<file path="src/rtl/nibble_serial_adder_ctrl.sv">
// Sequences a WIDTH-bit addition through one external 4-bit combinational adder,
// one nibble per clock, LSB nibble first, between valid/ready source and sink.
module nibble_serial_adder_ctrl #(
    parameter int unsigned WIDTH = 16
) (
    input  logic             clk,
    input  logic             rst_n,
    input  logic             in_valid,
    output logic             in_ready,
    input  logic [WIDTH-1:0] in_a,
    input  logic [WIDTH-1:0] in_b,
    input  logic             in_cin,
    output logic [3:0]       add_a,
    output logic [3:0]       add_b,
    output logic             add_cin,
    input  logic [3:0]       add_sum,
    input  logic             add_cout,
    output logic             out_valid,
    input  logic             out_ready,
    output logic [WIDTH-1:0] out_sum,
    output logic             out_cout
);

    localparam int unsigned NIB   = WIDTH / 4;
    localparam int unsigned IDX_W = (NIB > 1) ? $clog2(NIB) : 1;
    localparam logic [IDX_W-1:0] LAST_IDX = IDX_W'(NIB - 1);

    typedef enum logic [1:0] {
        IDLE = 2'd0,
        RUN  = 2'd1,
        DONE = 2'd2
    } state_e;

    state_e                 state_q, state_d;
    logic [NIB-1:0][3:0]    a_q, a_d;
    logic [NIB-1:0][3:0]    b_q, b_d;
    logic [NIB-1:0][3:0]    sum_q, sum_d;
    logic                   carry_q, carry_d;
    logic [IDX_W-1:0]       idx_q, idx_d;

    // State and datapath registers
    always_ff @(posedge clk or negedge rst_n) begin
        if (!rst_n) begin
            state_q <= IDLE;
            a_q     <= '0;
            b_q     <= '0;
            sum_q   <= '0;
            carry_q <= 1'b0;
            idx_q   <= '0;
        end else begin
            state_q <= state_d;
            a_q     <= a_d;
            b_q     <= b_d;
            sum_q   <= sum_d;
            carry_q <= carry_d;
            idx_q   <= idx_d;
        end
    end

    // Next-state, nibble select and adder drive
    always_comb begin
        state_d  = state_q;
        a_d      = a_q;
        b_d      = b_q;
        sum_d    = sum_q;
        carry_d  = carry_q;
        idx_d    = idx_q;
        in_ready = 1'b0;
        add_a    = 4'h0;
        add_b    = 4'h0;
        add_cin  = 1'b0;

        case (state_q)
            IDLE: begin
                in_ready = 1'b1;
                if (in_valid) begin
                    a_d     = in_a;
                    b_d     = in_b;
                    carry_d = in_cin;
                    idx_d   = '0;
                    state_d = RUN;
                end
            end
            RUN: begin
                // Loop-based select keeps the index width legal when NIB is 1
                for (int unsigned n = 0; n < NIB; n++) begin
                    if (idx_q == IDX_W'(n)) begin
                        add_a    = a_q[n];
                        add_b    = b_q[n];
                        sum_d[n] = add_sum;
                    end
                end
                add_cin = carry_q;
                carry_d = add_cout;
                if (idx_q == LAST_IDX) begin
                    state_d = DONE;
                end else begin
                    idx_d = idx_q + IDX_W'(1);
                end
            end
            DONE: begin
                if (out_ready) begin
                    state_d = IDLE;
                end
            end
            default: begin
                state_d = IDLE;
            end
        endcase
    end

    // Result held in the sum/carry registers until the next operation overwrites it
    assign out_valid = (state_q == DONE);
    assign out_sum   = sum_q;
    assign out_cout  = carry_q;

endmodule
</file>
<file path="config.mk">
export PLATFORM = sky130hd
export DESIGN_NAME = nibble_serial_adder_ctrl
export DESIGN_NICKNAME = d
export VERILOG_FILES = /design/src/rtl/nibble_serial_adder_ctrl.sv
export SDC_FILE = /design/constraint.sdc
export NUM_CORES = 1
export LEC_CHECK = 0
export BUFFER_PORTS_ARGS = -buffer_cell sky130_fd_sc_hd__buf_2
export CORE_ASPECT_RATIO = 0.75
export CORE_MARGIN = 1
export CORE_UTILIZATION = 55
export DETAILED_ROUTE_END_ITERATION = 10
export PLACE_DENSITY = 0.94
export SKIP_LAST_GASP = 1
export SYNTH_ARGS = -nofsm -noshare
export SYNTH_HDL_FRONTEND = slang
export SYNTH_SLANG_ARGS = --single-unit
</file>
<file path="constraint.sdc">
create_clock -name clk -period 4.5 [get_ports clk]
set_clock_uncertainty 0.15 [all_clocks]
set_input_delay 0.675 -clock clk [delete_from_list [all_inputs] [get_ports clk]]
set_output_delay 0.675 -clock clk [all_outputs]
set_load 0.1 [all_outputs]
</file>
==> impl_metrics.json, run 1 <==
{
  "cts_buffers": 5,
  "setup_slack_ns": 0.985,
  "fin_tns_setup_ns": 0,
  "gp_congestion": 0.729,
  "setup_violations": 0,
  "viasPerCell": 5.51,
  "cp_cell_sequence": "ha_1, nor2b_1, a221oi_1, o41ai_2, buf_2",
  "wl_per_cell_um": 16.0,
  "drv_cap": 0,
  "final_hold_viol_count": 0,
  "num_vias": 1643,
  "timing.rr.end": "idx_q[0]",
  "antenna_found_initial": 0,
  "hold_ws_ns": 0.302,
  "finalNetCount": 288,
  "htree_num_levels": 2,
  "post-place-ws_ns": 1.34,
  "r2r_slack_ns": 2.44,
  "grt_pass1_wl_mm": 7.71,
  "synth_cell_types": 28,
  "status": "finished clean",
  "finalCritPeriodShare": 0.781,
  "die_y_um": 59.8,
  "cts_setup_buffers": 0,
  "grtUsageTotal": 0.224,
  "max_stage_delay_ns": 0.55,
  "worstMarginPinSlew_ns": 0.856,
  "rows": 20,
  "r2r_start": "idx_q[0]",
  "min_path_type": "input pin to asynchronous set/reset pin",
  "max_slew_margin": 0.429,
  "synth-compound-area-share": 0.0685,
  "crit_path_max_fanout": 11,
  "boundaryPins": 70,
  "grt_max_degree": 54,
  "fp.dieArea_um2": 4720,
  "synth_xor_area_frac": 0,
  "clk_latency_ns": 0.30,
  "grt_pass1_vias": 1603,
  "synth-adder-area-share": 0.0205,
  "clock_sink_count": 53,
  "cpLargestDelayFamily": "simple AND/OR/NAND/NOR gates",
  "area_delta_synth_final_pct": 19.9,
  "clkTransAtPathRegs_ns": 0.10,
  "post_cts_resized": 0,
  "synth-simple-area-share": 0.0921,
  "clk_path_buf_depth": 2,
  "core-area_um2": 4150,
  "endpoint_kind": "output port",
  "final_common_cell": "buf_2",
  "n_fill_cell": 314,
  "cts-root-buf": "clkbuf_8",
  "drc": 0,
  "required_ns": 3.67,
  "clock.fmax_mhz": 285,
  "drtPass1Iterations": 4,
  "layout_min_cycle_time_ns": 3.51,
  "initial_utilization": 0.589,
  "synth_cells": 175,
  "reg2reg_depth": 4,
  "synthMuxAreaShare": 0.238,
  "rsz0062_at_grt": "false",
  "ctsHoldBuffers": 0,
  "die_x_um": 79.0,
  "start_kind": "flip-flop",
  "drt-initial-drc-count": 82,
  "ys_seq_area_frac": 0.542,
  "synth_top_family_by_area": "multiplexers",
  "routed_wirelength_mm": 4.77,
  "drt.antenna.violating_nets": 0,
  "antenna_cells": 0,
  "syn_area_per_cell_um2": 14.0,
  "syn-cell-area_um2": 2450,
  "worst-path-buf-inv": 1,
  "synth_nets": 221,
  "io_buffers": 69,
  "ys_seq_elements": 53,
  "cts_tree": "built",
  "drive_gt1_frac": 0.568,
  "critPathKind": "flip-flop to output port",
  "cp.arrival_ns": 2.69,
  "detailed_place_hpwl_mm": 3.39,
  "slew_viol_final": 0,
  "final_cell_mix": "buf_2, dfrtp_1, mux2_2, nor2b_1, mux2_4",
  "slowest_stage": "nor2b_1",
  "grt_overflow": 0,
  "ys_warn_count": 0
}
kinds of logic (layout without fill, tap and decap cells):
family	Yosys count	after routing
AO/OA/AOI/OAI	21	21
adder cells (fa/ha/maj)	4	4
buffers and inverters	15	83
flip-flops	53	53
multiplexers	49	49
AND/OR/NAND/NOR	33	33
state kept, by name (all words and copies together), names as in the netlist:
name / flops
out_cout: 1
b_q: 16
state_q: 2
idx_q: 2
a_q: 16
out_sum: 16
metrics by stage:
| step | utilization | instances | area [um^2] |
|---|---|---|---|
| floorplan | - | 175 | 2500 |
| global placement | 0.686 | 290 | 2850 |
| detailed placement | 0.686 | 290 | 2850 |
| CTS | 0.706 | 298 | 2930 |
| global route | 0.706 | 298 | 2930 |
| finish | 0.706 | 298 | 2930 |
area by class of cell:
| class | count | area [um^2] | share of cell area |
|---|---|---|---|
| Multi-Input combinational cell | 107 | 1080 | 0.367 |
| Inverter | 4 | 15.0 | 0.00512 |
| Sequential cell | 53 | 1330 | 0.452 |
| Clock inverter | 2 | 13.8 | 0.00469 |
| Clock buffer | 6 | 72.6 | 0.0247 |
| Tap cell | 55 | 68.8 | 0.0235 |
| Timing Repair Buffer | 71 | 360 | 0.123 |
metal layers:
| layer | track usage | up-vias | wire length, um |
|---|---|---|---|
| met5 | 0 | - | 0 |
| met2 | 0.352 | 58 | 2110 |
| li1 | - | 765 | - |
| met4 | 0.0935 | 0 | 72 |
| met3 | 0.0443 | 6 | 300 |
| met1 | 0.310 | 814 | 2300 |
worst reg2reg max path: cells and delay by family (launching register included):
kind / cells / cell delay, ns
flops: 1 / 0.42
mux: 1 / 0.28
fa+ha+maj: 1 / 0.51
simple gates: 2 / 0.60
worst max path at each step:
stage | from | end | slack, ns | cells past startpoint
3_5_place_dp | idx_q[0] | add_a[3] | 1.34 | 5
3_3_place_gp | idx_q[0] | add_b[2] | 1.47 | 5
5_1_grt | idx_q[0] | add_a[3] | 0.85 | 5
4_1_cts | idx_q[0] | add_a[2] | 0.98 | 5
6_report | idx_q[0] | add_a[2] | 0.99 | 5
2_1_floorplan | idx_q[0] | add_b[0] | 0.84 | 4
cell usage after synthesis:
cell type | n | area (um^2)
a21oi_1 | 2 | 10.0
a221o_1 | 1 | 10.0
a221oi_1 | 7 | 61.3
a32o_1 | 1 | 10.0
and2_1 | 1 | 6.26
and2b_4 | 1 | 10.0
buf_2 | 4 | 20.0
buf_4 | 1 | 7.51
buf_6 | 4 | 45.0
clkbuf_1 | 2 | 7.51
dfrtp_1 | 53 | 1330
ha_1 | 4 | 50.1
inv_1 | 4 | 15.0
mux2_1 | 2 | 22.5
mux2_2 | 39 | 439
mux2_4 | 8 | 120
nand2_1 | 2 | 7.51
nand2_4 | 4 | 45.0
nand2b_1 | 3 | 18.8
nand3_1 | 7 | 35.0
nand3b_1 | 1 | 7.51
nor2_1 | 2 | 7.51
nor2b_1 | 9 | 56.3
nor3_1 | 1 | 5.00
nor3b_1 | 1 | 7.51
nor3b_4 | 1 | 18.8
o21ai_0 | 3 | 15.0
o41ai_1 | 7 | 61.3
Power of run 1 is not shown: default switching activity piles up to over one toggle a cycle in this logic, so the estimate is an artifact.
==> run 2, diff against run 1 <==
--- a/config.mk
+++ b/config.mk
@@ -8,9 +8,9 @@
 export BUFFER_PORTS_ARGS = -buffer_cell sky130_fd_sc_hd__buf_2
 export CORE_ASPECT_RATIO = 0.75
 export CORE_MARGIN = 1
-export CORE_UTILIZATION = 55
+export CORE_UTILIZATION = 51
 export DETAILED_ROUTE_END_ITERATION = 10
-export PLACE_DENSITY = 0.94
+export PLACE_DENSITY = 0.89
 export SKIP_LAST_GASP = 1
 export SYNTH_ARGS = -nofsm -noshare
 export SYNTH_HDL_FRONTEND = slang
==> constraint.sdc (replaced) <==
create_clock -name clk -period 3.6 [get_ports clk]
set_clock_uncertainty 0.15 [all_clocks]
set_input_delay 0.54 -clock clk [delete_from_list [all_inputs] [get_ports clk]]
set_output_delay 0.54 -clock clk [all_outputs]
set_load 0.1 [all_outputs]
==> impl_metrics.json, run 2 (synthesis results as in run 1) <==
{
  "status": "finished clean",
  "initial_utilization": 0.538,
  "drt-initial-drc-count": 64,
  "finalCritPeriodShare": 0.892,
  "slowest_stage": "buf_2",
  "grtUsageTotal": 0.223,
  "clk_path_buf_depth": 2,
  "final_hold_viol_count": 0,
  "cp.arrival_ns": 2.52,
  "setup_violations": 0,
  "final_cell_mix": "buf_2, dfrtp_1, mux2_2, nor2b_1, mux2_4",
  "die_x_um": 82.0,
  "final_common_cell": "buf_2",
  "cts_buffers": 5,
  "grt_overflow": 0,
  "timing.rr.end": "idx_q[0]",
  "htree_num_levels": 2,
  "antenna_found_initial": 0,
  "cts-root-buf": "clkbuf_8",
  "grt_pass1_vias": 1652,
  "num_vias": 1636,
  "antenna_cells": 0,
  "cp_cell_sequence": "inv_1, ha_1, nor2b_2, a221oi_1, o41ai_2, buf_2",
  "start_kind": "flip-flop",
  "critPathKind": "flip-flop to output port",
  "cts_setup_buffers": 0,
  "reg2reg_depth": 4,
  "viasPerCell": 5.45,
  "worstMarginPinSlew_ns": 0.934,
  "clkTransAtPathRegs_ns": 0.09,
  "drive_gt1_frac": 0.572,
  "boundaryPins": 70,
  "wl_per_cell_um": 16.8,
  "rows": 21,
  "io_buffers": 69,
  "drtPass1Iterations": 4,
  "required_ns": 2.91,
  "setup_slack_ns": 0.387,
  "finalNetCount": 288,
  "grt_pass1_wl_mm": 8.18,
  "r2r_slack_ns": 1.49,
  "fp.dieArea_um2": 5080,
  "core-area_um2": 4550,
  "max_slew_margin": 0.377,
  "crit_path_max_fanout": 11,
  "die_y_um": 62.0,
  "drv_cap": 0,
  "detailed_place_hpwl_mm": 3.49,
  "ctsHoldBuffers": 0,
  "endpoint_kind": "output port",
  "max_stage_delay_ns": 0.49,
  "cts_tree": "built",
  "min_path_type": "input pin to asynchronous set/reset pin",
  "area_delta_synth_final_pct": 21.4,
  "drt.antenna.violating_nets": 0,
  "clock_sink_count": 53,
  "drc": 0,
  "clk_latency_ns": 0.30,
  "clock.fmax_mhz": 311,
  "fin_tns_setup_ns": 0,
  "routed_wirelength_mm": 5.03,
  "gp_congestion": 0.744,
  "slew_viol_final": 0,
  "grt_max_degree": 34,
  "n_fill_cell": 350,
  "r2r_start": "idx_q[0]",
  "layout_min_cycle_time_ns": 3.21,
  "rsz0062_at_grt": "false",
  "post-place-ws_ns": 0.522
}
## run 2: critical path, delay by kind of cell (launching register included)
family | cells | cell delay [ns]
and+or+nand+nor | 1 | 0.40
AOI/OAI and AO/OA | 2 | 0.50
buffers and inverters | 2 | 0.57
adders and majority gates | 1 | 0.37
DFF | 1 | 0.38
## run 2: what timing repair did
action / 4_1_cts / 5_1_grt
setup endpoints to repair: 0 / 6
gates resized for setup: 0 / 1
endpoints found under the hold margin: 0 / 0
## run 2: how the worst max path moves through the flow
| stage | start | to | slack [ns] | cells after the start |
|---|---|---|---|---|
| after floorplan | idx_q[0] | add_b[0] | 0.07 | 4 |
| after global routing | idx_q[1] | add_a[1] | 0.24 | 6 |
| final | idx_q[1] | add_a[1] | 0.39 | 6 |
| after global placement | idx_q[0] | add_b[2] | 0.67 | 5 |
| after detailed placement | idx_q[0] | add_a[1] | 0.52 | 5 |
| after CTS | idx_q[1] | add_a[1] | 0.16 | 6 |
## run 2: through the flow
stage                     hold WS (ns)  instance area, um^2  utilization  cells
after detailed placement         0.333                 2850        0.627    292
final                            0.100                 2970        0.653    300
after CTS                        0.114                 2970        0.653    300
after floorplan                 0.0944                 2500            -    175
after global placement           0.319                 2850        0.627    292
after global routing             0.151                 2970        0.653    300
## run 2: cell type report
| cell class | count | area (um^2) | share of cell area |
|---|---|---|---|
| multi-input cells | 107 | 1080 | 0.364 |
| clock buffers | 7 | 86.3 | 0.0291 |
| inverters | 4 | 15.0 | 0.00506 |
| flip-flops and latches | 53 | 1330 | 0.447 |
| repair buffers | 71 | 360 | 0.121 |
| well taps | 57 | 71.3 | 0.0240 |
| clock inverters | 1 | 30.0 | 0.0101 |
## run 2: layer usage
layer | GRT usage | wire (um)
met1 | 0.310 | 2490
met3 | 0.0584 | 197
met4 | 0.0727 | 36
met5 | 0 | 0
met2 | 0.345 | 2310
Power of run 2 is left out for the same reason.
